`src/rtl/serial_pkg.sv`:
```
// serial_pkg: shared state encoding and line levels for the start/data/stop serial link
package serial_pkg;
  typedef enum logic [2:0] {TX_IDLE, TX_START, TX_DATA, TX_PARITY, TX_STOP} tx_state_t;
  localparam logic START_LEVEL = 1'b0;
  localparam logic STOP_LEVEL = 1'b1;
  localparam logic IDLE_LEVEL = 1'b1;
endpackage

```
`src/rtl/serial_tx_if.sv`:
```
// serial_tx_if: byte source handshake into the serial transmitter
//   in_data  : byte offered by the source
//   in_valid : source has a byte
//   in_ready : transmitter can accept (idle only)
interface serial_tx_if #(parameter int DATA_BITS = 8);
  logic [DATA_BITS-1:0] in_data;
  logic in_valid;
  logic in_ready;
  modport master(output in_data, output in_valid, input in_ready);
  modport slave(input in_data, input in_valid, output in_ready);
endinterface

```
`src/rtl/serial_baud_tick.sv`:
```
// serial_baud_tick: bit-period timer, bit_tick marks the last clock of each bit period
//   clk, reset : clock and synchronous active-high reset
//   clear      : hold the count at the start of a bit period
//   bit_tick   : terminal count of the current bit period
module serial_baud_tick #(
  parameter int CLKS_PER_BIT = 1
) (
  input  logic clk,
  input  logic reset,
  input  logic clear,
  output logic bit_tick
);
  localparam int W = $clog2(CLKS_PER_BIT) + 1;
  localparam logic [W-1:0] LAST = W'(CLKS_PER_BIT - 1);
  logic [W-1:0] cnt_q;
  assign bit_tick = cnt_q == LAST;
  always_ff @(posedge clk)
    cnt_q <= (reset || clear || bit_tick) ? '0 : cnt_q + 1'b1;
endmodule

```
`src/rtl/serial_tx.sv`:
```
// serial_tx: start/data(LSB first)/parity/stop frame transmitter
//   clk, reset : clock and synchronous active-high reset
//   in_if      : byte handshake (slave), accepted only when idle
//   serial_out : registered line, idles high
//   busy       : frame in progress
//   done       : one-cycle pulse in the first idle cycle after the last stop period
module serial_tx
  import serial_pkg::*;
#(
  parameter int DATA_BITS = 8,
  parameter int CLKS_PER_BIT = 1,
  parameter int PARITY_EN = 0,
  parameter int PARITY_ODD = 0,
  parameter int STOP_BITS = 1
) (
  input  logic clk,
  input  logic reset,
  serial_tx_if.slave in_if,
  output logic serial_out,
  output logic busy,
  output logic done
);
  localparam int BW = $clog2(DATA_BITS) + 1;
  localparam logic [BW-1:0] LAST_DATA = BW'(DATA_BITS - 1);
  localparam logic [BW-1:0] LAST_STOP = BW'(STOP_BITS - 1);
  tx_state_t state_q;
  logic [DATA_BITS-1:0] shift_q;
  logic [BW-1:0] bit_q;
  logic parity_q, line_q, done_q, bit_tick;
  // baud timer stays cleared in idle so the start bit gets a full period
  serial_baud_tick #(.CLKS_PER_BIT(CLKS_PER_BIT)) u_baud (
    .clk(clk),
    .reset(reset),
    .clear(state_q == TX_IDLE),
    .bit_tick(bit_tick)
  );
  assign in_if.in_ready = state_q == TX_IDLE;
  assign busy = state_q != TX_IDLE;
  assign serial_out = line_q;
  assign done = done_q;
  // line_q is loaded with the level of the state being entered so it changes with the state
  always_ff @(posedge clk) begin
    if (reset) begin
      state_q <= TX_IDLE;
      shift_q <= '0;
      bit_q <= '0;
      parity_q <= 1'b0;
      line_q <= IDLE_LEVEL;
      done_q <= 1'b0;
    end else begin
      done_q <= 1'b0;
      case (state_q)
        TX_IDLE: if (in_if.in_valid) begin
          shift_q <= in_if.in_data;
          parity_q <= (^in_if.in_data) ^ 1'(PARITY_ODD);
          state_q <= TX_START;
          line_q <= START_LEVEL;
        end
        TX_START: if (bit_tick) begin
          state_q <= TX_DATA;
          line_q <= shift_q[0];
          bit_q <= '0;
        end
        TX_DATA: if (bit_tick) begin
          if (bit_q == LAST_DATA) begin
            bit_q <= '0;
            state_q <= (PARITY_EN != 0) ? TX_PARITY : TX_STOP;
            line_q <= (PARITY_EN != 0) ? parity_q : STOP_LEVEL;
          end else begin
            bit_q <= bit_q + 1'b1;
            shift_q <= shift_q >> 1;
            line_q <= shift_q[1];
          end
        end
        TX_PARITY: if (bit_tick) begin
          state_q <= TX_STOP;
          line_q <= STOP_LEVEL;
          bit_q <= '0;
        end
        TX_STOP: if (bit_tick) begin
          if (bit_q == LAST_STOP) begin
            bit_q <= '0;
            state_q <= TX_IDLE;
            line_q <= IDLE_LEVEL;
            done_q <= 1'b1;
          end else bit_q <= bit_q + 1'b1;
        end
        default: begin
          state_q <= TX_IDLE;
          line_q <= IDLE_LEVEL;
        end
      endcase
    end
  end
endmodule
```
`src/flat_wrapper.sv`:
```
// flat-port wrapper written by rule: the top's interface ports become plain ports
module serial_tx_flat import serial_pkg::*;
#(
  parameter int DATA_BITS = 8,
  parameter int CLKS_PER_BIT = 1,
  parameter int PARITY_EN = 0,
  parameter int PARITY_ODD = 0,
  parameter int STOP_BITS = 1
)
  (clk, reset, serial_out, busy, done, in_if_in_data, in_if_in_valid, in_if_in_ready);
  serial_tx_if #(.DATA_BITS(DATA_BITS)) in_if_i ();
  input  logic clk;
  input  logic reset;
  output logic serial_out;
  output logic busy;
  output logic done;
  input wire logic [$bits(in_if_i.in_data)-1:0] in_if_in_data;
  input wire logic [$bits(in_if_i.in_valid)-1:0] in_if_in_valid;
  output wire logic [$bits(in_if_i.in_ready)-1:0] in_if_in_ready;
  assign in_if_i.in_data = in_if_in_data;
  assign in_if_i.in_valid = in_if_in_valid;
  assign in_if_in_ready = in_if_i.in_ready;
  serial_tx #(.DATA_BITS(DATA_BITS), .CLKS_PER_BIT(CLKS_PER_BIT), .PARITY_EN(PARITY_EN), .PARITY_ODD(PARITY_ODD), .STOP_BITS(STOP_BITS)) u_core (.clk(clk), .reset(reset), .in_if(in_if_i), .serial_out(serial_out), .busy(busy), .done(done));
endmodule
```
`config.mk`:
```
export PLATFORM = sky130hd
export DESIGN_NAME = serial_tx_flat
export DESIGN_NICKNAME = d
export VERILOG_FILES = /design/src/rtl/serial_pkg.sv /design/src/rtl/serial_tx_if.sv /design/src/rtl/serial_baud_tick.sv /design/src/rtl/serial_tx.sv /design/src/flat_wrapper.sv
export SDC_FILE = /design/constraint.sdc
export NUM_CORES = 1
export LEC_CHECK = 0
export CORE_MARGIN = 2
export CORE_UTILIZATION = 45
export CTS_CLUSTER_SIZE = 30
export DETAILED_ROUTE_END_ITERATION = 10
export HOLD_SLACK_MARGIN = 0.08
export PLACE_DENSITY = 0.79
export SETUP_SLACK_MARGIN = 0.15
export SYNTH_ARGS = -nofsm -noshare
export SYNTH_HDL_FRONTEND = slang
export SYNTH_HIERARCHICAL = 1
export SYNTH_SLANG_ARGS = --single-unit
```
`constraint.sdc`:
```
create_clock -name clk -period 4 [get_ports clk]
set_clock_uncertainty 0.1 [all_clocks]
set_input_delay 0.8 -clock clk [delete_from_list [all_inputs] [get_ports clk]]
set_output_delay 0.8 -clock clk [all_outputs]
set_load 0.02 [all_outputs]
```
## Word-level counts from Yosys, hierarchy flattened

Index checks and enable logic that the tools add are counted.

| word-level totals | value |
|---|---|
| latch bits | 0 |
| RAM bits | 0 |
| input bits | 11 |
| word-level logic and storage cells | 64 |
| bits in registers | 18 |
| memory bits (read-only) | 0 |
| memories kept | 0 |

| operators by class | value |
|---|---|
| eq/ne operators | 14 |
| multiplexer cells | 27 |
| div/mod/pow operators | 0 |
| reductions and logical operators | 13 |
| shifts and indexed selects | 0 |
| multiply operators | 0 |
| bitwise gates (word level) | 2 |
| $add $sub $neg | 2 |
| $lt $le $gt $ge | 0 |

Operators with widths:

| operator | count |
|---|---|
| 8-bit 2-to-1 mux | 3 |
| 3-bit 2-to-1 mux | 7 |
| 4-bit 2-to-1 mux | 5 |
| 8-bit case mux with 2 select lines | 1 |
| 3-bit case mux with 5 select lines | 1 |
| 2-bit != test, second input constant | 7 |
| 4-bit case mux with 3 select lines | 1 |
| 1-bit 2-to-1 mux | 8 |
| 4-bit AND reduction | 2 |
| 7-bit AND reduction | 1 |
| 3-bit by 2-bit equality test with 1-bit output, second input constant | 2 |
| 6-bit AND reduction | 1 |
| 3-bit nonzero test | 2 |
| 1-bit case mux with 5 select lines | 1 |
| 4-bit by 1-bit adder with 4-bit output, second input constant | 1 |
| 4-bit by 3-bit equality test with 1-bit output, second input constant | 1 |
| 4-bit zero test | 1 |
| 2-bit by 1-bit != test with 1-bit output, second input constant | 2 |
| 3-bit by 1-bit equality test with 1-bit output, second input constant | 1 |
| 3-bit equality test, second input constant | 1 |
| 3-bit zero test | 1 |
| 3-bit OR reduction | 1 |
| 1-bit logical OR | 2 |
| 1-bit NOT | 2 |
| 3 further kinds | 3 |

## Logic depth before layout (Yosys ltp)

| depth | value |
|---|---|
| depth in word-level cells | 4 |
| depth in mapped cells | 7 |

## Modules after synthesis

Netlist, hierarchy kept.

Modules (own cells, without submodules):

| module | sequential area each (µm²) | cells each | area each (µm²) | times used |
|---|---|---|---|---|
| serial_tx | 340.3 | 106 | 954.7 | 1 |
| serial_baud_tick | 20.0 | 3 | 27.5 | 1 |

## Least setup slack after synthesis

No wires, ideal clock.

| path | value |
|---|---|
| path kind | input-to-reg |
| start point | input in_if_in_valid |
| end point | register u_core.shift_q[4] |
| stages | 5 |
| arrival | 1.741 ns |
| setup time | 0.079 ns |
| slack | 2.080 ns |
| cell sequence | or4b_4 > o31ai_4 > buf_12 > nor2_2 > a211oi_2 |

| between the ends | value |
|---|---|
| cells in the longest elaborated chain, start to end | 2 |

RTL lines:

| what | RTL line | RTL |
|---|---|---|
| start: declaration | flat_wrapper.sv:18 | `input wire logic [$bits(in_if_i.in_valid)-1:0] in_if_in_valid;` |
| 2-bit != test (no source line) | -- |  |
| 4-bit AND reduction (no source line) | -- |  |
| end signal: assignment | serial_tx.sv:54 | `shift_q <= in_if.in_data;` |
| end signal: assignment | serial_tx.sv:71 | `shift_q <= shift_q >> 1;` |
| end: declaration | serial_tx.sv:27 | `logic [DATA_BITS-1:0] shift_q;` |

Every way passes these cells.
A chain may end at the register's enable or synchronous reset.

## Final worst setup path

| path | value |
|---|---|
| start point | register u_core.state_q[1] |
| end point | output in_if_in_ready |

| between the ends | value |
|---|---|
| cells in the longest elaborated chain, start to end | 1 |

RTL lines:

| what | RTL line | RTL |
|---|---|---|
| start: declaration | serial_tx.sv:26 | `tx_state_t state_q;` |
| start signal: assignment | serial_tx.sv:67 | `state_q <= (PARITY_EN != 0) ? TX_PARITY : TX_STOP;` |
| 3-bit zero test | serial_tx.sv:37 | `assign in_if.in_ready = state_q == TX_IDLE;` |
| end: declaration | flat_wrapper.sv:19 | `output wire logic [$bits(in_if_i.in_ready)-1:0] in_if_in_ready;` |

Every way passes these cells.

==> metrics.txt <==
most frequent cells in the layout dfxtp_1, clkdlybuf4s50_1, nor2_1, inv_1, mux2i_1; Placeable Area 2000 um^2; root buffer cell clkbuf_4; unrepaired setup endpoints after global routing no; worst min-delay path class flop to flop; Post-CTS Setup Inserts 0; WHS Path Cells 2; # resized after CTS 0; Vias/cell 5.53; Max Slew Vio Count 0; Final min period 2950 ps; DP HPWL 1.28 mm; number of I/O pins 15; CTS Hold Bufs 0; grt ovf 0; all-layer global routing usage 17.1%; final core occ 56.8%; Compound-Gate Fraction of Synth Area 21.4%; Netlist cell types 41; first-pass GRT wire length 3.42 mm; share of layout cells above drive strength 1 11.8%; Setup Crit Path Kind flop to output pin; EDFF count, synth 0; clock share of power 28.4%; maximum number of pins on one net before global-route repair 20; # H-tree levels 1; grt met1 use 24.5%; Sw Ratio 27.3%; Tot Pwr 395 uW; P_int 287 uW; CTS clock-pin slew for the worst setup and hold paths 100 ps; DIE HEIGHT 50.7 um; CP Capture Type output pin; clk buf depth 2; die span in x 50.7 um; Fmax achieved 0.339 GHz; commonest non-fill, non-tap cell in the layout dfxtp_1; largest family of logic cells by synthesized area simple AND/OR/NAND/NOR gates; worst r2r src u_core/state_q[1]; multiplexer share of the synthesized area 8.28%; Crit Path Max Fanout 18; clock sink count 18; hold path startpoint u_core/shift_q[3]; R2R setup slack 1820 ps; Skew-Pair Late Insertion Delay 290 ps; Mapped Avg Cell Area 9.01 um^2; Initial Util 49.1%; number of global-route vias before repair 765; wire length per cell 12.4 um; cell leakage power 0.000393 uW; Final Hold Vio Count 0; max_slew headroom 50.3%; ys async rst share 0%; final net count 133; CP Data Required Time 3100 ps; #FFs+latches synth 18; Antenna Cells 0; port bufs 14; initial DRC count 17; grt peak-use layer met2; CTS tree done; R2R depth 4; via count 807; cell taking the most area after synthesis dfxtp_1; Max IR drop VDD 0.307 mV; Synth Area in Adders 2.55%; Tcrit/Tclk final 73.8%; Syn Nets 122; synthesized instance count 109; Die ar. 2570 um^2; power per standard cell area 347 nW/um^2; pin slew with the least headroom to its limit 744 ps; DR DRC count 0; WL final 1.81 mm; # setup viols final 0; Comb power frac 19.6%; initial antenna violation count 0; post-synthesis simple-gate area fraction 22.3%; synth top area cells dfxtp_1, mux2i_1, a211oi_2; Worst Setup Start Kind flop; status completed; critical register-to-register path endpoint u_core/shift_q[0]; worst path cell trace or3_4, inv_1, clkdlybuf4s50_1; Num CTS Buffers 3; met2 usage 25.2%; final setup TNS 0 ps; GPL Wtd Cong 0.806; Synth Warn # 6; sequential power share 52.0%; Max Cap Violations 0; Critical-path top delay cell clkdlybuf4s50_1; sequential cell area fraction in the yosys report 36.7%; First-pass DRT Iterations 4; Post-Synthesis Cell Area 982 um^2; Primary FF master, synth dfxtp_1; row cnt 16; Layout area overhead 15.7%; Post-Synth XOR/XNOR Area 0%; Worst EP arrival 2050 ps; Hold Path End u_core/shift_q[3]; met3 Use GR 3.87%; DRT antenna net count 0; NetSw 108 uW; Synth top area share 36.7%; slowest stage delay, CP 600 ps
cell families (layout without fill, tap and decap cells):
| kind of cell | after synthesis | in the layout |
|---|---|---|
| compound gates | 28 | 28 |
| fa+ha+maj | 2 | 2 |
| buf+inv | 15 | 25 |
| flops | 18 | 18 |
| mux | 8 | 8 |
| other cells | 1 | 1 |
| simple gates | 37 | 37 |
sequential cells by signal, summed over array words and instances, names as in the netlist:
| name | cells |
|---|---|
| u_core/state_q | 3 |
| u_core/bit_q | 4 |
| u_core/done | 1 |
| u_core/serial_out | 1 |
| u_core/shift_q | 8 |
| u_core/u_baud/cnt_q | 1 |
how the worst max path moves through the flow:
stage / to / start / slack [ps] / cells past startpoint
after floorplan: u_core/shift_q[4] / in_if_in_valid / 2080 / 5
after global placement: in_if_in_ready / u_core/state_q[1] / 1430 / 3
after detailed placement: in_if_in_ready / u_core/state_q[1] / 1390 / 3
after CTS: in_if_in_ready / u_core/state_q[1] / 1040 / 3
after global routing: in_if_in_ready / u_core/state_q[1] / 930 / 3
final: in_if_in_ready / u_core/state_q[1] / 1050 / 3
metrics by stage:
| stage | hold slack [ps] | setup WS, ps | std cells | area (um^2) |
|---|---|---|---|---|
| floorplan | 362 | 2080 | 109 | 982 |
| detailed placement | 398 | 1390 | 142 | 1100 |
| global route | 448 | 927 | 146 | 1140 |
| finish | 413 | 1050 | 146 | 1140 |
| CTS | 413 | 1040 | 146 | 1140 |
| global placement | 388 | 1430 | 142 | 1100 |
power groups by stage:
stage	clock (uW)	sequential [uW]	combinational, uW
2_1_floorplan	0	204	62.7
3_3_place_gp	0	209	75.5
3_5_place_dp	0	209	77.3
4_1_cts	115	205	77.9
5_1_grt	125	208	86.8
6_report	112	205	77.3
synth_stat cells, drive strengths merged (2+ instances only):
cell	number
a211oi	7
a21o	2
a21oi	6
a31oi	2
and3	2
buf	4
clkbuf	4
dfxtp	18
ha	2
inv	7
mux2i	7
nand2b	2
nand3	3
nand3b	2
nor2	13
nor3	3
nor3b	2
nor4	2
o21ai	5
o31ai	2
or3	2
cell type report:
cell class	instances	area, um^2
Multi-Input combinational cell	76	539
Fill cell	177	866
Inverter	7	26.3
Tap cell	27	33.8
Timing Repair Buffer	14	140
Clock buffer	4	36.3
Sequential cell	18	360
per-layer routing:
| layer | part of all wire [%] | vias to the layer above |
|---|---|---|
| li1 | - | 411 |
| met1 | 49 | 380 |
| met2 | 45 | 14 |
| met3 | 4.1 | 2 |
| met4 | 1.1 | 0 |
| met5 | 0 | - |
critical path, delay by kind of cell, from the launching register on:
family,cells,cell delay [ps]
buf+inv,2,680
flops,1,560
simple gates,1,510
(Power assumes the default switching activity.)
